==> config.mk <==
export PLATFORM = sky130hd
export DESIGN_NAME = adc_sar_controller
export DESIGN_NICKNAME = d
export VERILOG_FILES = /design/src/rtl/adc_sar_controller.sv
export SDC_FILE = /design/constraint.sdc
export NUM_CORES = 1
export LEC_CHECK = 0
export ABC_AREA = 1
export BUFFER_PORTS_ARGS = -buffer_cell sky130_fd_sc_hd__buf_2
export CORE_UTILIZATION = 45
export DETAILED_ROUTE_END_ITERATION = 7
export HOLD_SLACK_MARGIN = 0.05
export PLACE_DENSITY_LB_ADDON = 0.2
export SLEW_MARGIN = 5
export SYNTH_ARGS = -nofsm -noshare
export SYNTH_HDL_FRONTEND = slang
export SYNTH_SLANG_ARGS = --single-unit
==> constraint.sdc <==
create_clock -name clk -period 1.8 [get_ports clk]
set_input_delay 0.27 -clock clk [delete_from_list [all_inputs] [get_ports clk]]
set_output_delay 0.27 -clock clk [all_outputs]
set_load 0.03 [all_outputs]
==> src/rtl/adc_sar_controller.sv <==
// 12-bit SAR ADC sequencer: sample, per-bit settle/strobe/decide, and a result with a one-cycle valid pulse.
// Optional build macro ADC_SAR_AVG_EN: averages 2^AVG_LOG2 back-to-back conversions per start.
module adc_sar_controller #(
  parameter int SAMPLE_CYCLES = 2,
  parameter int SETTLE_CYCLES = 1,
  parameter int AVG_LOG2      = 2
) (
  input  logic        clk,
  input  logic        rst,
  input  logic        start_conv_in,
  input  logic        abort_in,
  input  logic        comp_in,
  output logic [11:0] dac_code_out,
  output logic        sample_out,
  output logic        comp_en_out,
  output logic        busy_out,
  output logic [11:0] result_out,
  output logic        valid_out
);

  if (SAMPLE_CYCLES < 1 || SETTLE_CYCLES < 1 || AVG_LOG2 < 0 || AVG_LOG2 > 4) begin : g_param_check
    $error("adc_sar_controller: illegal parameter value");
  end

  typedef enum logic [2:0] {
    S_IDLE,
    S_SAMPLE,
    S_SETTLE,
    S_STROBE,
    S_DECIDE,
    S_DONE
  } state_e;

  localparam int CNT_MAX = (SAMPLE_CYCLES > SETTLE_CYCLES) ? SAMPLE_CYCLES : SETTLE_CYCLES;
  localparam int CNT_W   = $clog2(CNT_MAX + 1);

  state_e             state_q;
  logic [CNT_W-1:0]   cnt_q;
  logic [3:0]         bit_idx_q;
  logic [11:0]        dac_q;
  logic               sample_q;
  logic               comp_en_q;
  logic               busy_q;
  logic [11:0]        result_q;
  logic               valid_q;

  logic               start_ok_d;
  logic               abort_ok_d;
  logic               comp_keep_d;
  logic [11:0]        bit_mask_d;
  logic [11:0]        code_d;
  logic               conv_last_d;
  logic [11:0]        result_d;

  // Gating with the state keeps an undriven comparator out of the datapath.
  assign comp_keep_d = (state_q == S_DECIDE) & comp_in;
  assign start_ok_d  = (state_q == S_IDLE) & start_conv_in & ~abort_in;
  assign abort_ok_d  = (state_q != S_IDLE) & abort_in;

  // NOTE: always_comb assigns every output before any branch so no latch is inferred.
  always_comb begin
    bit_mask_d = 12'h001 << bit_idx_q;
    code_d     = comp_keep_d ? dac_q : (dac_q & ~bit_mask_d);
  end

`ifdef ADC_SAR_AVG_EN
  localparam int NUM_CONV = 1 << AVG_LOG2;
  localparam int ACC_W    = 12 + AVG_LOG2;

  logic [ACC_W-1:0] acc_q;
  logic [ACC_W-1:0] acc_d;
  logic [4:0]       conv_q;

  assign acc_d       = acc_q + ACC_W'(code_d);
  assign conv_last_d = (conv_q == 5'(NUM_CONV - 1));
  assign result_d    = acc_d[AVG_LOG2 +: 12];

  always_ff @(posedge clk) begin
    if (rst || abort_ok_d || start_ok_d) begin
      acc_q  <= '0;
      conv_q <= '0;
    end else if (state_q == S_DECIDE && bit_idx_q == 4'd0) begin
      acc_q  <= acc_d;
      conv_q <= conv_q + 5'd1;
    end
  end
`else
  assign conv_last_d = 1'b1;
  assign result_d    = code_d;
`endif

  // NOTE: sequential state uses non-blocking assignments so every register samples pre-edge values.
  always_ff @(posedge clk) begin
    if (rst) begin
      state_q   <= S_IDLE;
      cnt_q     <= '0;
      bit_idx_q <= 4'd11;
      dac_q     <= '0;
      sample_q  <= 1'b0;
      comp_en_q <= 1'b0;
      busy_q    <= 1'b0;
      result_q  <= '0;
      valid_q   <= 1'b0;
    end else if (abort_ok_d) begin
      state_q   <= S_IDLE;
      cnt_q     <= '0;
      bit_idx_q <= 4'd11;
      dac_q     <= '0;
      sample_q  <= 1'b0;
      comp_en_q <= 1'b0;
      busy_q    <= 1'b0;
      valid_q   <= 1'b0;
    end else begin
      case (state_q)
        S_IDLE: begin
          valid_q <= 1'b0;
          if (start_ok_d) begin
            state_q   <= S_SAMPLE;
            cnt_q     <= '0;
            bit_idx_q <= 4'd11;
            dac_q     <= '0;
            sample_q  <= 1'b1;
            busy_q    <= 1'b1;
          end
        end
        S_SAMPLE: begin
          if (cnt_q == CNT_W'(SAMPLE_CYCLES - 1)) begin
            state_q  <= S_SETTLE;
            cnt_q    <= '0;
            sample_q <= 1'b0;
            dac_q    <= 12'h800;
          end else begin
            cnt_q <= cnt_q + CNT_W'(1);
          end
        end
        S_SETTLE: begin
          if (cnt_q == CNT_W'(SETTLE_CYCLES - 1)) begin
            state_q   <= S_STROBE;
            cnt_q     <= '0;
            comp_en_q <= 1'b1;
          end else begin
            cnt_q <= cnt_q + CNT_W'(1);
          end
        end
        S_STROBE: begin
          state_q   <= S_DECIDE;
          comp_en_q <= 1'b0;
        end
        S_DECIDE: begin
          if (bit_idx_q != 4'd0) begin
            state_q   <= S_SETTLE;
            bit_idx_q <= bit_idx_q - 4'd1;
            dac_q     <= code_d | (bit_mask_d >> 1);
          end else if (conv_last_d) begin
            state_q  <= S_DONE;
            dac_q    <= code_d;
            result_q <= result_d;
            valid_q  <= 1'b1;
          end else begin
            // Next averaged conversion starts its own sample phase without leaving busy.
            state_q   <= S_SAMPLE;
            cnt_q     <= '0;
            bit_idx_q <= 4'd11;
            dac_q     <= '0;
            sample_q  <= 1'b1;
          end
        end
        S_DONE: begin
          state_q <= S_IDLE;
          valid_q <= 1'b0;
          busy_q  <= 1'b0;
        end
        default: begin
          state_q <= S_IDLE;
          busy_q  <= 1'b0;
        end
      endcase
    end
  end

  assign dac_code_out = dac_q;
  assign sample_out   = sample_q;
  assign comp_en_out  = comp_en_q;
  assign busy_out     = busy_q;
  assign result_out   = result_q;
  assign valid_out    = valid_q;

endmodule

# Word-level counts from Yosys, hierarchy flattened
# Cells that the tools add are included.
# totals
word_cells	81
out_inout_bits	28
input_bits	5
reg_bits	37
# op_classes
add_sub_neg	2
reduce_logical	22
muxes	25
bitwise_logic	11
n_shift	1
n_eq_ne	11
# op_table
operator	count
12-bit 2-to-1 mux	4
12-bit case mux with 3 select lines	1
3-bit case mux with 5 select lines	1
3-bit AND reduction	5
12-bit bitwise AND	1
3-bit 2-to-1 mux	4
12-bit inverter	1
12-bit by 11-bit OR with 12-bit output	1
1-bit by 4-bit left shift with 12-bit output, first input constant	1
3-bit nonzero test	3
4-bit 2-to-1 mux	2
2-bit != test, second input constant	4
1-bit case mux with 2 select lines	4
4-bit case mux with 2 select lines	1
2-bit AND reduction	4
2-bit nonzero test	4
3-bit by 2-bit == test with 1-bit output, second input constant	2
3-bit == test, second input constant	2
2-bit 2-to-1 mux	3
2-bit case mux with 3 select lines	1
1-bit bitwise AND	4
1-bit 2-to-1 mux	4
1-bit inverter	4
4-bit nonzero test	1
other kinds (9)	10

# Depth between registers and ports, before layout
# depth
word_depth	7
mapped_depth	9
mapped_depth_nobuf	9

# Worst setup path before layout
# No wires, ideal clock.
# synth_path
path_type	reg-to-reg
start	register bit_idx_q[0]
end	register result_q[0], in the netlist result_out[0]
path_slack_ns	0.374
setup_ns	0.116
n_path_buf	1
required_ns	1.684
synth_period_minus_slack_ns	1.426
t_arrival_ns	1.310
stages_incl_launch_ff	9
path_cell_list	dfxtp_1 > inv_1 > ha_1 > nand3_1 > nor2_4 > nand2_2 > buf_2 > a21oi_1 > nor2_1
# synth_between
elab_chain_len	4
word_cells_on_any_way	7
cone_classes	1 x shift; 1 x mux; 3 x bitwise; 2 x reduce/logical
# synth_rtl
item	line	source
from (decl)	39	logic [3:0] bit_idx_q;
from (signal assigned)	152	bit_idx_q <= bit_idx_q - 4'd1;
1-bit by 4-bit left shift with 12-bit output	62	bit_mask_d = 12'h001 << bit_idx_q;
12-bit inverter	63	code_d = comp_keep_d ? dac_q : (dac_q & ~bit_mask_d);
12-bit bitwise AND	63	
12-bit 2-to-1 mux	63	
to (signal assigned)	157	result_q <= result_d;
to (decl)	44	logic [11:0] result_q;
# Parallel ways exist; a longest one is shown, timed or not.
# A chain may end at the register's enable or synchronous reset.

# Final worst setup path
# layout_path
start	register bit_idx_q[0]
end	register result_q[5], in the netlist result_out[5]
# The elaborated chain is that of the path after synthesis.

==> implementation parameters <==
Parameter                              Value

STA
  Worst clock skew    7.136 ps
  Final critical-path setup slack    between 150 and 200 ps
  Tmin final    roughly 1600 ps
  Final Hold Fails    0
  Max Transition Viols Final    0
  Max-slew headroom    slightly below 70%
  Post-route clock period utilization    89.44%
  Maximum frequency from static timing analysis    0.6211 GHz
  Smallest hold slack    411.1 ps
  Transition time of the tightest slew-check pin    ~470 ps
  Total Neg Setup Slack    0 ps
  Count of final setup violators    0
  Unrepaired setup endpoints after global routing    false

Route
  Routed vias/inst    slightly below 5
  Total wirelength of the detailed-routed design    between 4 and 5 mm
  First-pass iteration count of the detailed router    4
  DRC marker count from the first detailed-route iteration    approximately 130
  Detailed-route wire length per cell    around 11 um
  Count of antenna-violating nets left after detailed routing    0
  Vias after detailed routing    about 1,900
  Residual DRC count    0

Pwr
  Leak    1.136 nW
  P_sw    around 1000 uW
  Clock group share of total power    23.7%
  Total Power    ~2.5 mW
  Proportion of power drawn by flip-flops and latches    between 30 and 40%
  PD cells    approximately 1100 nW/um2
  Cell-internal power    1.486 mW
  Net switching share of the total power    approximately 40%
  Comb pwr share    approximately 37%
  Maximum vdd ir drop    ~710 uV

Clock tree
  Number of buffers inserted during clock tree synthesis    5
  CTS tree    done
  Maximum level of the CTS H-tree    2
  Total of hold buffers inserted after clock tree synthesis    0
  Worst-Skew Late Latency    280 ps
  CTS resizes    0
  Reg clk slew, reported paths    roughly 70 ps
  CTS Root Buffer Type    sky130_fd_sc_hd__clkbuf_8
  Buffers inserted by post-CTS timing repair    0
  # clock sinks    37
  Clk buf depth    2

Critical path
  Kind of critical path    reg -> reg
  Stage delay of the slowest cell on the critical path    between 300 and 400 ps
  Required time of the critical path    slightly above 2000 ps
  Crit path DAT    ~1800 ps
  Max stage delay cell, worst path    sky130_fd_sc_hd__dfxtp_1
  Ordered cell list for the critical path    inv_1 -> ha_1 -> nand3_1 -> nor2_4 -> nand2_4 -> inv_4 -> o21ai_0 -> nor2_1
  Launching element type of the critical path    flip-flop
  Number of buffer and inverter instances along the worst setup path    2
  Dominant delay contributor by cell family on the critical path    simple AND/OR/NAND/NOR gates
  Category of the worst setup path capture point    flip-flop
  Critical path fanouts, max    13
  R2R setup slack    between 150 and 200 ps

GRT
  Combined global-route utilization of all metal layers    a little over a fifth
  Largest net degree at the start of global routing    15
  Initial antenna violation count    0
  Grt total ovfl    0
  First-pass GRT wire length    between 7 and 8 mm
  Via count of the first global-routing pass    1,667

Yosys
  Synthesized netlist net count    about 300
  Cells after Synth    roughly 290
  Register area share after synthesis    37.49%
  Yosys top cell area share    37.49%
  Xor/xnor share of the synthesized area    less than 1%
  Top FF cell, synth    sky130_fd_sc_hd__dfxtp_1
  Largest area contributor in the synthesized netlist    sky130_fd_sc_hd__dfxtp_1
  Yosys warning total    0
  Async S/R FF share, synth    0%
  Top cells by count, synth    sky130_fd_sc_hd__nand2_1, sky130_fd_sc_hd__nor2_1, sky130_fd_sc_hd__dfxtp_1
  Netlist area before placement    approximately 2000 um2
  Post-synthesis compound-gate area fraction    15.77%
  Simple-Gate Fraction of Synth Area    between 30% and 40%
  Register bit count reported by yosys    37
  Top cells by area, synth    sky130_fd_sc_hd__dfxtp_1, sky130_fd_sc_hd__nand2_1, sky130_fd_sc_hd__nor2_1, sky130_fd_sc_hd__a21oi_1, sky130_fd_sc_hd__inv_1
  Adder-cell share of the synthesized area    roughly 5.1%
  Most frequent cell after synthesis    sky130_fd_sc_hd__nand2_1
  Post-synth EDFFs    0
  Multiplexer share of the synthesized area    0%
  Post-synthesis area per instance    approximately 6.8 um2
  Cell variety after synth    27
  Dominant combinational cell family by area after synthesis    simple AND/OR/NAND/NOR gates

Placement
  Count of buffers from port buffering    32
  Routability-driven placement congestion ratio    0.8300
  Worst slack at placement    slightly below 90 ps
  DP Wirelength    ~3.3 mm
  Inst Count DP    between 300 and 400
  Post-place instance area    roughly 2200 um2

Die
  Overall die width    about 68 um
  Vertical die dimension    68.26 um
  Placeable Area    between 4000 and 5000 um2
  Io pins    33
  Initial standard-cell utilization of the core    around half
  Total die area    4659 um2
  Std cell rows    23

Run status
  Outcome    complete, no violations

Final layout
  Final instance count without filler cells    roughly 380
  Fraction of final layout cells sized beyond drive strength 1    19.57%
  Final core utilization    ~55%
  Total number of nets in the final design    340
  Syn-to-layout area delta    14.63%
  Diodes inserted    0
  Final instance area    2265 um2

Min path
  Class of the tightest hold or removal check    in -> reg

Run
  Count of maximum capacitance violations    0
[worst register-to-register path: stages (launching register included)]
cell and delay (ps):
sky130_fd_sc_hd__dfxtp_1 350, sky130_fd_sc_hd__inv_1 160, sky130_fd_sc_hd__ha_1 240, sky130_fd_sc_hd__nand3_1 170, sky130_fd_sc_hd__nor2_4 160, sky130_fd_sc_hd__nand2_4 130
sky130_fd_sc_hd__inv_4 140, sky130_fd_sc_hd__o21ai_0 100, sky130_fd_sc_hd__nor2_1 110
[cell usage in the layout (no fill, tap or decap), types with 3 or more instances in the layout]
master	n
sky130_fd_sc_hd__a21oi_2	7
sky130_fd_sc_hd__nor2_1	42
sky130_fd_sc_hd__a21oi_1	25
sky130_fd_sc_hd__o21ai_0	17
sky130_fd_sc_hd__buf_2	32
sky130_fd_sc_hd__ha_1	8
sky130_fd_sc_hd__dfxtp_1	37
sky130_fd_sc_hd__buf_4	5
sky130_fd_sc_hd__clkbuf_8	6
sky130_fd_sc_hd__nand2_1	88
sky130_fd_sc_hd__inv_1	28
sky130_fd_sc_hd__nor2_4	3
sky130_fd_sc_hd__nand2_2	3
sky130_fd_sc_hd__nand3_1	9
[final cells by class]
type | count | area, um2
clock buffers | 7 | 86.33
flip-flops and latches | 37 | 740.7
fillers | 418 | 1851
repair buffers | 37 | 197.7
well taps | 50 | 62.56
inverters | 32 | 125.1
multi-input cells | 214 | 1052
[power by group through the flow]
stage | Clock, mW | Sequential (mW) | Combinational [mW]
6_report | 0.588 | 0.983 | 0.912
3_3_place_gp | 0 | 1.00 | 0.907
4_1_cts | 0.597 | 0.983 | 0.918
2_1_floorplan | 0 | 1.01 | 0.738
5_1_grt | 0.629 | 1.00 | 1.04
3_5_place_dp | 0 | 1.00 | 0.913
[per-layer routing]
metal,wire (um),GRT usage [%],vias up
met3,170,4.333,6
met2,1952,35.54,39
met5,0,0,-
met4,58,7.031,0
met1,2146,27.67,829
li1,-,-,987
[worst paths after layout]
path	start	to	depth (start not counted)
worst max-delay path	bit_idx_q[0]$_SDFFE_PP1P_	result_out[5]$_SDFFE_PP0P_	8
worst min-delay path	abort_in	bit_idx_q[3]$_SDFFE_PP1P_	4
worst min register to register	sample_out$_SDFFE_PP0P_	sample_out$_SDFFE_PP0P_	2
worst max register to register	bit_idx_q[0]$_SDFFE_PP1P_	result_out[5]$_SDFFE_PP0P_	8
[cells by family (layout without fill, tap and decap cells)]
family / after synthesis / after routing
XOR/XNOR: 1 / 1
flip-flops: 37 / 37
buffers and inverters: 41 / 76
AO/OA/AOI/OAI: 54 / 54
AND/OR/NAND/NOR: 151 / 151
adder cells (fa/ha/maj): 8 / 8
[registers in the layout, indices dropped and copies added, names as in the netlist]
name          count
bit_idx_q         4
busy_out          1
cnt_q             2
comp_en_out       1
dac_code_out     12
result_out       12
sample_out        1
state_q           3
valid_out         1
No activity file was read; power rests on OpenSTA's default activity.
